## src/rtl/usr_shift_n.sv

```systemverilog
// rtl/usr_shift_n.sv - parametrised universal shift register with counted burst engine
module usr_shift_n #(
    parameter int WIDTH = 8,
    parameter int CW    = $clog2(WIDTH) + 1
) (
    input  logic             CP,
    input  logic             MR,
    input  logic [WIDTH-1:0] D,
    input  logic [2:0]       S,
    input  logic             DSR,
    input  logic             DSL,
    input  logic             EN,
    input  logic             START,
    input  logic [CW-1:0]    CNT,
    output logic [WIDTH-1:0] Q,
    output logic             SOR,
    output logic             SOL,
    output logic             BUSY,
    output logic             DONE
);

    typedef enum logic [1:0] {
        IDLE = 2'd0,
        RUN  = 2'd1,
        FIN  = 2'd2
    } state_t;

    state_t             state_q, state_d;
    logic [CW-1:0]      cnt_q, cnt_d;
    logic [2:0]         mode_q, mode_d;
    logic [WIDTH-1:0]   q_q, q_d;
    logic [2:0]         step_mode;
    logic [WIDTH-1:0]   q_step;

    // A burst steps with the mode latched at START; single steps use S live.
    always_comb begin
        step_mode = (state_q == RUN) ? mode_q : S;
        case (step_mode)
            3'b001:  q_step = {DSR, q_q[WIDTH-1:1]};
            3'b010:  q_step = {q_q[WIDTH-2:0], DSL};
            3'b011:  q_step = D;
            3'b100:  q_step = {q_q[0], q_q[WIDTH-1:1]};
            3'b101:  q_step = {q_q[WIDTH-2:0], q_q[WIDTH-1]};
            3'b110:  q_step = {q_q[WIDTH-1], q_q[WIDTH-1:1]};
            default: q_step = q_q;
        endcase
    end

    always_comb begin
        state_d = state_q;
        cnt_d   = cnt_q;
        mode_d  = mode_q;
        q_d     = q_q;
        case (state_q)
            IDLE: begin
                if (START) begin
                    if (CNT == '0) begin
                        state_d = FIN;
                    end else begin
                        mode_d  = S;
                        cnt_d   = CNT;
                        state_d = RUN;
                    end
                end else if (EN) begin
                    q_d = q_step;
                end
            end
            RUN: begin
                q_d   = q_step;
                cnt_d = cnt_q - CW'(1);
                if (cnt_q == CW'(1)) begin
                    state_d = FIN;
                end
            end
            FIN: begin
                state_d = IDLE;
            end
            default: begin
                state_d = IDLE;
            end
        endcase
    end

    always_ff @(posedge CP) begin
        if (MR) begin
            state_q <= IDLE;
            cnt_q   <= '0;
            mode_q  <= 3'b000;
            q_q     <= '0;
        end else begin
            state_q <= state_d;
            cnt_q   <= cnt_d;
            mode_q  <= mode_d;
            q_q     <= q_d;
        end
    end

    assign Q    = q_q;
    assign SOR  = q_q[0];
    assign SOL  = q_q[WIDTH-1];
    assign BUSY = (state_q == RUN);
    assign DONE = (state_q == FIN);

endmodule

```

## config.mk

```make
export PLATFORM = sky130hd
export DESIGN_NAME = usr_shift_n
export DESIGN_NICKNAME = d
export VERILOG_FILES = /design/src/rtl/usr_shift_n.sv
export SDC_FILE = /design/constraint.sdc
export NUM_CORES = 1
export LEC_CHECK = 0
export CORE_MARGIN = 2
export CORE_UTILIZATION = 25
export DETAILED_ROUTE_END_ITERATION = 6
export SLEW_MARGIN = 10
export SYNTH_ARGS = -nofsm -noshare
export SYNTH_HDL_FRONTEND = slang
export SYNTH_SLANG_ARGS = --single-unit
```

## constraint.sdc

```tcl
create_clock -name CP -period 3 [get_ports CP]
set_clock_uncertainty 0.2 [all_clocks]
set_input_delay 0.3 -clock CP [delete_from_list [all_inputs] [get_ports CP]]
set_output_delay 0.3 -clock CP [all_outputs]
set_load 0.1 [all_outputs]
```

==> run summary <==
Status: complete, no violations
Initial antenna violation count: 0
Placed insts: 223
Required @ worst endpoint: 2.96 ns
Syn avg cell area: 8.53 sq um
Total Routing Usage GR: 0.127
Leakage: 0.622 nW
Maximum root-to-sink buffer count: 2
Site Rows: 25
PD cells: 519 mW/mm^2
Setup CP Type: reg2reg
Global-route wire length before repair: 5290 microns
Final Hold Viols: 0
Slew Limit Fails: 0
Worst skew pair latency: 0.25 ns
Post-route ant nets: 0
Worst slack at placement: 0.508 ns
Critical Path AT: 2.47 ns
Initial DRT Pass Iterations: 4
Dominant synthesized flop cell: dfxtp_1
Final WL: 3170 microns
Port buffer count: 32
Worst Hold Path Cells: 2
Core area: 0.00469 sq mm
Post-Syn Instances: 141
H-tree level count: 1
Syn Nets: 164
Vias in the first global route: 1114
Setup-failing EPs final: 0
Max_cap viols: 0
Max VDD drop: 0.154 mV
Post-synth top area cell: dfxtp_1
DR iter-0 viols: 110
Hpwl dp: 2460 microns
Number of synthesized register bits: 17
Count leader, synth: dfxtp_1
Tmin final: 2.51 ns
R2R Setup Slk: 0.49 ns
Maximum achievable frequency: 0.398 GHz
Combinational Power Share: 0.449
EDFF count, synth: 0
Seq/Total Area, Yosys: 0.283
Ports: 33
Worst Setup Start Kind: register
Clock-pin slew on the worst setup and hold paths: 0.07 ns
Synth cell types: 52
Reg-to-reg startpoint: state_q[1]
Synthesis Warnings: 0
Top-area cell type share of the netlist area: 0.283
Vias: 1175
RSZ-0062 raised after global routing: no
Non-Filler Instances: 227
Initial Utilization: 0.256
Post-CTS Resized: 0
DRC viols: 0
Critical Path Start: state_q[1]
Cells on worst reg2reg path: 5
Postcts setup bufs: 0
Hold buffer count at cts: 0
Clock group share of total power: 0.210
Crit Path Max Fanout: 11
Final Hold Slack: 0.278 ns
CTS tree: yes
Die height: 73.4 microns
Share of layout cells above drive strength 1: 0.214
Netlist Area Pre-Place: 0.00120 sq mm
Number of nets in the layout: 197
Worst setup EP type: register
Total clock sinks: 17
Chip width: 73.4 microns
Ant. Diodes: 0
Routed WL per cell: 14.0 microns
Hold EP: cnt_q[3]
Switching Share: 0.433
Total power: 825 uW
Synth cell count leaders: dfxtp_1, nor2_1, inv_1
Synth async-reset ratio: 0
Die ar.: 0.00538 sq mm
Synth-to-layout area growth: 32.2%
Largest net degree at the start of global routing: 12
Clock root cell: clkbuf_8
Via density: 5.18
Main area contributors after synthesis: dfxtp_1, o41ai_2, nor2_1, a21oi_1, nand3b_1
Setup ws final: 0.488 ns
Hold path start: cnt_q[3]
CTS Buf Count: 3
GRT overflow: 0
Transition time of the tightest slew-check pin: 0.591 ns
P_sw: 357 uW
Reg-to-Reg End: Q[3]
Final period util: 0.837
Max-Slew Margin vs Limit: 0.605
Setup total negative slack: 0 ns
Cell Int Power: 468 uW
Hold Crit Class: reg2reg
Seq pwr share: 0.341
Routability cong.: 0.847
==> power groups by stage <==
stage / Combinational, mW / Clock, mW / Sequential (mW)
finish: 0.370 / 0.173 / 0.281
global route: 0.398 / 0.192 / 0.286
CTS: 0.372 / 0.183 / 0.280
detailed placement: 0.371 / 0 / 0.286
global placement: 0.371 / 0 / 0.286
floorplan: 0.191 / 0 / 0.373
==> worst max-delay path, cell delays in order, from the launching register on <==
cell      delay (ns)
dfxtp_1         0.45
nand2b_1        0.47
mux2_4          0.40
a221oi_4        0.44
o21ai_1         0.15
o41ai_2         0.31
==> kinds of logic (layout without fill, tap and decap cells) <==
group,after synthesis,in the layout,synth area share
AOI/OAI and AO/OA,48,48,0.324
adders and majority gates,2,2,0.0208
buffers and inverters,18,50,0.0697
DFF,17,17,0.283
muxes,8,8,0.0760
and+or+nand+nor,48,48,0.227
==> cells in the final DEF (no fill, tap or decap), types with 2 or more instances in the layout <==
cell type	n
clkdlybuf4s50_1	20
dfxtp_1	17
buf_4	16
nor2_1	15
inv_1	10
a21oi_1	9
nand3b_1	6
nand2_1	6
mux2i_1	4
a31oi_1	4
nand3_1	4
o21ai_0	4
a211oi_1	4
o21ai_1	4
o41ai_2	4
o31ai_1	3
nor3_1	3
clkbuf_8	3
nand2b_1	2
mux2_2	2
nor2b_1	2
ha_1	2
==> layout make-up <==
class / count / area (sq um)
Inverter: 10 / 37.5
Multi-Input combinational cell: 106 / 778
Sequential cell: 17 / 340
Fill cell: 497 / 3100
Tap cell: 54 / 67.6
Timing Repair Buffer: 36 / 320
Clock buffer: 4 / 45.0
==> metal layers <==
metal,wire length [microns],vias to the layer above,track usage
met5,0,-,0
met4,83,0,0.0687
met3,132,8,0.0192
met2,1450,31,0.194
met1,1500,538,0.170
li1,-,598,-
==> flip-flops by register name (all words and copies together), names as in the netlist <==
register	count
state_q	2
cnt_q	4
mode_q	3
Q	8
==> worst max-delay path by stage <==
stage | endpoint | slack [ns] | depth (start not counted)
after global placement | Q[4] | 0.54 | 5
after CTS | Q[3] | 0.48 | 5
final | Q[3] | 0.49 | 5
after global routing | Q[1] | 0.22 | 6
after floorplan | Q[7] | 0.46 | 7
after detailed placement | Q[3] | 0.51 | 5
==> stage by stage <==
step	area [sq um]	utilization
after floorplan	1200	-
after CTS	1590	0.339
after global routing	1590	0.339
after detailed placement	1540	0.329
final	1590	0.339
after global placement	1540	0.329
Power figures use the tool's default switching activity.
